<file path="src/rtl/fetch_controller_pkg.sv">
// Shared constants for the instruction-fetch front end.
// Mirrors the legacy Constants.v values.
package fetch_controller_pkg;

  localparam int INSTRUCTION_LEN = 32;
  localparam int INSTRUCTION_MEM_SIZE = 1024;
  localparam logic [31:0] RESET_PC = 32'h0000_0000;
  localparam logic [31:0] NOP = 32'hE1A0_0000;
  localparam int FETCH_DEPTH = 2;

endpackage

</file>
<file path="src/rtl/fetch_controller_if.sv">
// Fetch-to-decode valid/ready handshake bundle.
// master = fetch side, slave = decode side.
interface fetch_controller_if #(
  parameter int W = 32
);

  logic         out_valid;
  logic         out_ready;
  logic [W-1:0] out_inst;
  logic [W-1:0] out_pc;

  modport master (
    output out_valid,
    output out_inst,
    output out_pc,
    input  out_ready
  );

  modport slave (
    input  out_valid,
    input  out_inst,
    input  out_pc,
    output out_ready
  );

endinterface

</file>
<file path="src/rtl/fetch_fifo.sv">
// Power-of-two synchronous FIFO for fetched entries.
// clr beats push/pop; push into a full FIFO is legal only with pop.
module fetch_fifo #(
  parameter int W     = 64,
  parameter int DEPTH = 2,
  localparam int AW   = $clog2(DEPTH),
  localparam int CW   = AW + 1
) (
  input  logic          clk,
  input  logic          rst,
  input  logic          clr,
  input  logic          push,
  input  logic          pop,
  input  logic [W-1:0]  wdata,
  output logic [W-1:0]  rdata,
  output logic [CW-1:0] count,
  output logic          empty,
  output logic          full
);

  logic [W-1:0]  mem_q [DEPTH];
  logic [AW-1:0] wptr_q, rptr_q;
  logic [CW-1:0] cnt_q;

  always_ff @(posedge clk) begin
    if (rst || clr) begin
      wptr_q <= '0;
      rptr_q <= '0;
      cnt_q  <= '0;
    end else begin
      if (push) wptr_q <= wptr_q + AW'(1);
      if (pop)  rptr_q <= rptr_q + AW'(1);
      cnt_q <= cnt_q + CW'(push) - CW'(pop);
    end
  end

  // Storage needs no reset; visibility is governed by count.
  always_ff @(posedge clk) begin
    if (push && !rst && !clr) mem_q[wptr_q] <= wdata;
  end

  assign rdata = mem_q[rptr_q];
  assign count = cnt_q;
  assign empty = (cnt_q == '0);
  assign full  = (cnt_q == CW'(DEPTH));

endmodule

</file>
<file path="src/rtl/fetch_controller.sv">
// Instruction-fetch sequencer: owns the PC, buffers
// {inst, pc+4} and hands it to decode; handles redirect and OOB.
module fetch_controller
  import fetch_controller_pkg::*;
#(
  parameter int INST_LEN = INSTRUCTION_LEN,
  parameter logic [INST_LEN-1:0] RESET_PC =
    INST_LEN'(fetch_controller_pkg::RESET_PC),
  parameter int MEM_BYTES  = INSTRUCTION_MEM_SIZE,
  parameter int FIFO_DEPTH = FETCH_DEPTH
) (
  input  logic                clk,
  input  logic                rst,
  output logic [INST_LEN-1:0] imem_addr,
  input  logic [INST_LEN-1:0] imem_data,
  input  logic                branch_taken,
  input  logic [INST_LEN-1:0] branch_addr,
  fetch_controller_if.master  dec,
  output logic                fetch_oob
);

  localparam int CW = $clog2(FIFO_DEPTH) + 1;
  localparam logic [INST_LEN-1:0] LAST_PC =
    INST_LEN'(MEM_BYTES - 4);

  logic [INST_LEN-1:0]   pc_q, pc_d, pc_inc;
  logic [2*INST_LEN-1:0] head;
  logic [CW-1:0]         count;
  logic                  oob, pop, push;
  logic                  empty, full;
  logic                  unused_bits;

  assign oob    = (pc_q > LAST_PC);
  assign pop    = dec.out_valid & dec.out_ready;
  assign push   = !branch_taken & !oob & (!full | pop);
  assign pc_inc = pc_q + INST_LEN'(4);

  always_comb begin
    pc_d = pc_q;
    unique case (1'b1)
      branch_taken: pc_d = {branch_addr[INST_LEN-1:2], 2'b00};
      push:         pc_d = pc_inc;
      default:      ;
    endcase
  end

  always_ff @(posedge clk) begin
    if (rst) pc_q <= RESET_PC;
    else     pc_q <= pc_d;
  end

  // A redirect flushes everything buffered, including a pending pop.
  fetch_fifo #(
    .W     (2 * INST_LEN),
    .DEPTH (FIFO_DEPTH)
  ) u_fifo (
    .clk   (clk),
    .rst   (rst),
    .clr   (branch_taken),
    .push  (push),
    .pop   (pop),
    .wdata ({imem_data, pc_inc}),
    .rdata (head),
    .count (count),
    .empty (empty),
    .full  (full)
  );

  assign imem_addr     = pc_q;
  assign fetch_oob     = oob;
  assign dec.out_valid = !empty;
  assign dec.out_inst  =
    head[2*INST_LEN-1:INST_LEN] & {INST_LEN{!empty}};
  assign dec.out_pc    =
    head[INST_LEN-1:0] & {INST_LEN{!empty}};

  assign unused_bits = ^{count, branch_addr[1:0]};

endmodule

</file>
<file path="src/flat_wrapper.sv">
// flat-port wrapper written by rule: the top's interface ports become plain ports
module fetch_controller_flat import fetch_controller_pkg::*;
#(
  parameter int INST_LEN = INSTRUCTION_LEN,
  parameter logic [INST_LEN-1:0] RESET_PC =
    INST_LEN'(fetch_controller_pkg::RESET_PC),
  parameter int MEM_BYTES  = INSTRUCTION_MEM_SIZE,
  parameter int FIFO_DEPTH = FETCH_DEPTH
)
  (clk, rst, imem_addr, imem_data, branch_taken, branch_addr, fetch_oob, dec_out_valid, dec_out_inst, dec_out_pc, dec_out_ready);
  fetch_controller_if #(.W(32)) dec_i ();
  input  logic clk;
  input  logic rst;
  output logic [INST_LEN-1:0] imem_addr;
  input  logic [INST_LEN-1:0] imem_data;
  input  logic branch_taken;
  input  logic [INST_LEN-1:0] branch_addr;
  output logic fetch_oob;
  output wire logic [$bits(dec_i.out_valid)-1:0] dec_out_valid;
  output wire logic [$bits(dec_i.out_inst)-1:0] dec_out_inst;
  output wire logic [$bits(dec_i.out_pc)-1:0] dec_out_pc;
  input wire logic [$bits(dec_i.out_ready)-1:0] dec_out_ready;
  assign dec_out_valid = dec_i.out_valid;
  assign dec_out_inst = dec_i.out_inst;
  assign dec_out_pc = dec_i.out_pc;
  assign dec_i.out_ready = dec_out_ready;
  fetch_controller #(.INST_LEN(INST_LEN), .RESET_PC(RESET_PC), .MEM_BYTES(MEM_BYTES), .FIFO_DEPTH(FIFO_DEPTH)) u_core (.clk(clk), .rst(rst), .imem_addr(imem_addr), .imem_data(imem_data), .branch_taken(branch_taken), .branch_addr(branch_addr), .dec(dec_i), .fetch_oob(fetch_oob));
endmodule
</file>
<file path="config.mk">
export PLATFORM = sky130hd
export DESIGN_NAME = fetch_controller_flat
export DESIGN_NICKNAME = d
export VERILOG_FILES = /design/src/rtl/fetch_controller_pkg.sv /design/src/rtl/fetch_controller_if.sv /design/src/rtl/fetch_fifo.sv /design/src/rtl/fetch_controller.sv /design/src/flat_wrapper.sv
export SDC_FILE = /design/constraint.sdc
export NUM_CORES = 1
export LEC_CHECK = 0
export CAP_MARGIN = 10
export CORE_UTILIZATION = 50
export CTS_CLUSTER_DIAMETER = 30
export DETAILED_ROUTE_END_ITERATION = 6
export PLACE_DENSITY = 0.81
export SYNTH_ARGS = -nofsm -noshare
export SYNTH_HDL_FRONTEND = slang
export SYNTH_SLANG_ARGS = --single-unit
</file>
<file path="constraint.sdc">
create_clock -name clk -period 10.31 [get_ports clk]
set_input_delay 2.062 -clock clk [delete_from_list [all_inputs] [get_ports clk]]
set_output_delay 2.062 -clock clk [all_outputs]
set_load 0.05 [all_outputs]
</file>
======== After elaboration in Yosys (flattened, before gate mapping) ========
Memory sizes are Yosys's and may differ from the RTL's. A register that Yosys moved wholly into a read port is not among the register bits.
Cells that the tools add are included.
word-level totals
  register bits ........................... 36
  bits in latches ......................... 0
  bits in writable memories ............... 128
  ROM bits ................................ 0
  input port bits ......................... 68
  output and inout bits ................... 98
  word-level logic and storage cells ...... 33
  memories kept ........................... 1
memory list
  memory               depth  bits a word  read ports  clocked after memory_dff  wr ports  RTL line          source
  u_core.u_fifo.mem_q  2      64           1           1                         1         fetch_fifo.sv:21  logic [W-1:0] mem_q [DEPTH];
cells by class
  add/subtract/negate cells ............... 5
  multipliers ............................. 0
  div/mod/pow operators ................... 0
  $lt $le $gt $ge ......................... 1
  equality and inequality tests ........... 1
  shift-type cells ........................ 0
  multiplexer cells ....................... 5
  bitwise logic cells ..................... 6
  reductions and logical operators ........ 10
operators with widths
  cell                   count
  $and 32x32->32         2
  $pmux 32 s2            1
  $add 32x3->32 const B  1
  $gt 32x10->1 const B   1
  $logic_not 1->1        5
  $mux 1                 4
  $and 1x1->1            3
  $add 1x1->1 const B    2
  $add 2x1->2            1
  $eq 2x2->1 const B     1
  $logic_and 1x1->1      2
  $logic_not 2->1        1
  $reduce_bool 2->1      1
  $sub 2x1->2            1
  $logic_or 1x1->1       1
  $or 1x1->1             1

======== Logic depth before layout (Yosys ltp) ========
  depth in word-level cells ............... 9
  mapped depth ............................ 10
  gate-level depth less buffers ........... 8

======== By module ========
From an unflattened synthesis, not the netlist that was laid out.
second synthesis, totals
  cell total of the unflattened synthesis .. 521
  area, all modules ....................... 7551.0 µm²
modules (own cells, without submodules)
  module            instances  cells each  area an instance (µm²)  seq. area each (µm²)
  fetch_fifo        1          221         5146.2                  3943.8
  fetch_controller  1          300         2404.8                  600.6

======== Least setup slack after synthesis ========
No wires, ideal clock.
  path kind ............................... in2reg
  from .................................... input port branch_taken
  to ...................................... memory u_core.u_fifo.mem_q[1][10] (enable)
  library setup time ...................... 0.656 ns
  arrival ................................. 8.959 ns
  required time ........................... 9.654 ns
  path slack .............................. 0.694 ns
  stages .................................. 3
  buffers on the path ..................... 2
  cell sequence ........................... clkbuf_1 clkbuf_1 nor4b_1
on the way
  word-level cells in the longest chain between the ends .. 7
RTL lines
  item                            RTL line                                  source
  start, declared                 flat_wrapper.sv:16                        input logic branch_taken;
  $logic_not 1->1 *               fetch_fifo.sv:39, fetch_controller.sv:35
  $and 1x1->1 (2 in series)       fetch_controller.sv:35                    assign push = !branch_taken & !oob & (!full | pop);
  $logic_and 1x1->1               fetch_fifo.sv:39                          if (push && !rst && !clr) mem_q[wptr_q] <= wdata;
  $logic_and 1x1->1 *             fetch_fifo.sv:39
  $mux 1 *                        fetch_fifo.sv:39
  $mux 1 (not written as such) *  fetch_fifo.sv:39
  end, declared                   fetch_fifo.sv:21
Every way passes the cells marked *; elsewhere a longest branch is shown, timed or not.

==> flow_summary_export.csv <==
group,metric,value,unit
timing,maxSlewHeadroom,0.283,
timing,post-route-min-period,4.72,ns
flow_run,cap_violations,0,
yosys,synth.area.mux_share,0.124,
global_route,grt_pass1_vias,4460,
cts,cts_setup_buffers,0,
setup_path,criticalPathCategory,"flop to output pin",
yosys,synth_fa_ha_area_frac,0.00369,
die,initial_core_util,0.513,
cts,cts_tree,"yes",
yosys,synth_area_leader_cell,"edfxtp_1",
yosys,syn_inst,514,
timing,skew,0.00818,ns
global_route,overflow,0,
setup_path,start_kind,"flop",
die,die_y,119,um
yosys,synth.top_cells.by_area,"edfxtp_1, mux2i_1, dfxtp_1",
power,power_leakage,2.99,nW
global_route,grt_pass1_wl,22200,um
finish,fill_cells,977,
timing,hold_ws,0.553,ns
drt,drt_iter0_markers,207,
power,power_density,158,mW/mm^2
yosys,synth_top_family_by_area,"simple AND/OR/NAND/NOR gates",
cts,clk_pin_slew,0.06,ns
yosys,ys.flop_type,"edfxtp_1",
setup_path,crit_family,"flip-flops",
setup_path,path_buf_inv,1,
drt,wirelength,13900,um
timing,fin_setup_tns,0,ns
drt,avgRoutedWirePerCell,16.2,um
yosys,synth_simple_gate_area_share,0.130,
yosys,synth-seq-cells,159,
yosys,yosysSeqAreaShare,0.652,
finish,drive_gt1_frac,0.0720,
yosys,syn_avg_cell_area,13.2,sq um
yosys,synth_area,0.00679,sq mm
yosys,async_reset_ff_frac,0,
cts,ctsResizeCount,0,
placement,portBuffers,159,
setup_path,cp-end-kind,"output pin",
drt,viasPerCell,5.28,
global_route,grt_max_degree,63,
cts,cts_max_level,4,
timing,tightestPinTransition,1.08,ns
drt,drcViolationCount,0,
die,dieArea,0.0141,sq mm
placement,dpl_cell_area,0.00852,sq mm
drt,firstDrtPassIters,4,
cts,cts_root_buf,"clkbuf_16",
finish,area_growth,34.0,%
status,status,"finished clean",
cts,clockBufferDepth,2,
cts,cts-hold-fix-buffers,0,
finish,final_nets,738,
placement,place.gp.congestion,0.790,
yosys,synthTopCellsByCount,"edfxtp_1, nor2_1, mux2i_1",
finish,final_area,0.00910,sq mm
global_route,track_usage,0.205,
yosys,synthXorXnorAreaFrac,0.0387,
timing,fmax,212,MHz
die,die_x,119,um
setup_path,crit_path_max_fanout,62,
placement,hpwl,9060,um
power,finalPower,1.44,mW
timing,finalSetupViolCount,0,
setup_path,max_stage_delay,1.05,ns
yosys,synth_top_area_share,0.548,
timing,rsz0062_at_grt,"no",
cts,clock_sinks,159,
cts,clock_latency,0.41,ns
die,ios,166,
setup_path,path_cells,"mux2i_1 -> nor2_1 -> clkdlybuf4s50_1",
drt,num_vias,4523,
timing,finalHoldViolCount,0,
worst_hold_path,hold_path_class,"flop to flop",
yosys,yosys_warnings,0,
die,core-area,0.0132,sq mm
setup_path,cp_slowest_cell,"dfxtp_4",
yosys,synthDistinctLibCells,42,
cts,numCtsBuffers,17,
yosys,synth-compound-area-share,0.0256,
power,vdd_drop_max,0.0826,mV
timing,finalCritPeriodShare,0.457,
setup_path,critPathRequiredTime,8.25,ns
yosys,synth_edf_count,124,
drt,postRouteAntennaNets,0,
global_route,antenna_found_initial,0,
yosys,synth_most_common_cell,"edfxtp_1",
timing,finalMaxSlewViolations,0,
finish,diodes,0,
die,num_rows,42,
setup_path,critical_path_arrival,2.65,ns
==> state kept, by name, indices dropped and copies added, names as in the netlist, named ones only <==
register and count:
u_core.u_fifo.count 2, u_core.u_fifo.mem_q 124, u_core.imem_addr 30, u_core.u_fifo.rptr_q 1, u_core.u_fifo.wptr_q 1
==> metal layers <==
metal | vias up | GRT usage | part of all wire
met5 | - | 0 | 0
met4 | 0 | 0.0704 | 0.015
met3 | 18 | 0.0458 | 0.048
met2 | 150 | 0.362 | 0.51
met1 | 2174 | 0.247 | 0.42
li1 | 2181 | - | -
==> cell type report <==
cell class              count  area (sq um)  area share
flip-flops and latches    159          4430       0.487
clock buffers              21           482      0.0529
clock inverters            11           100      0.0110
multi-input cells         318          2220       0.244
repair buffers            163          1620       0.178
inverters                   9          33.8     0.00371
well taps                 176           220      0.0242
==> kinds of logic (layout without fill, tap and decap cells) <==
kind of cell               count (synthesis)  in the layout
adders and majority gates                  2              2
and+or+nand+nor                          175            175
other                                      1              4
buffers and inverters                     40            204
muxes                                     84             84
AOI/OAI and AO/OA                         23             23
DFF                                      159            159
xor gates and xnor gates                  30             30
==> final timing paths <==
check | depth (start not counted) | slack (ns) | to | startpoint
hold reg to reg | 2 | 0.55 | u_core.u_fifo.wptr_q | u_core.u_fifo.wptr_q
setup reg to reg | 5 | 7.48 | u_core.u_fifo.mem_q[1][63] | u_core.imem_addr[23]
hold / removal | 2 | 0.55 | u_core.u_fifo.wptr_q | u_core.u_fifo.wptr_q
setup / recovery | 3 | 5.59 | dec_out_inst[23] | flop
==> cell usage in the layout (no fill, tap or decap), drive strengths merged, types with 5 or more instances in the layout <==
cell type / synthesis / final
clkbuf: 19 / 21
edfxtp: 124 / 124
clkdlybuf4s50: 0 / 158
mux2i: 84 / 84
xnor2: 21 / 21
or4: 7 / 7
xor2: 9 / 9
dfxtp: 35 / 35
nor4: 8 / 8
o31ai: 6 / 6
buf: 12 / 5
nand2: 11 / 11
a311oi: 6 / 6
nand4: 11 / 11
inv: 9 / 14
nor2: 101 / 101
nor3: 5 / 5
nand3: 13 / 13
==> through the flow <==
stage | utilization | instances | worst slack (ns)
finish | 0.687 | 857 | 5.59
global route | 0.687 | 857 | 5.41
CTS | 0.687 | 857 | 5.50
detailed placement | 0.643 | 825 | 5.76
global placement | 0.643 | 825 | 5.87
floorplan | - | 517 | 0.694
==> power breakdown <==
group	total, mW	internal (mW)	switching [mW]
Combinational	0.121	0.0526	0.0685
Sequential	0.715	0.699	0.0156
Clock	0.604	0.361	0.243
==> worst min-delay path, delay by kind of cell (launching register included) <==
kind | cells | cell delay [ns]
flip-flops | 1 | 0.33
AO/OA/AOI/OAI | 2 | 0.16
Power figures use the tool's default switching activity.
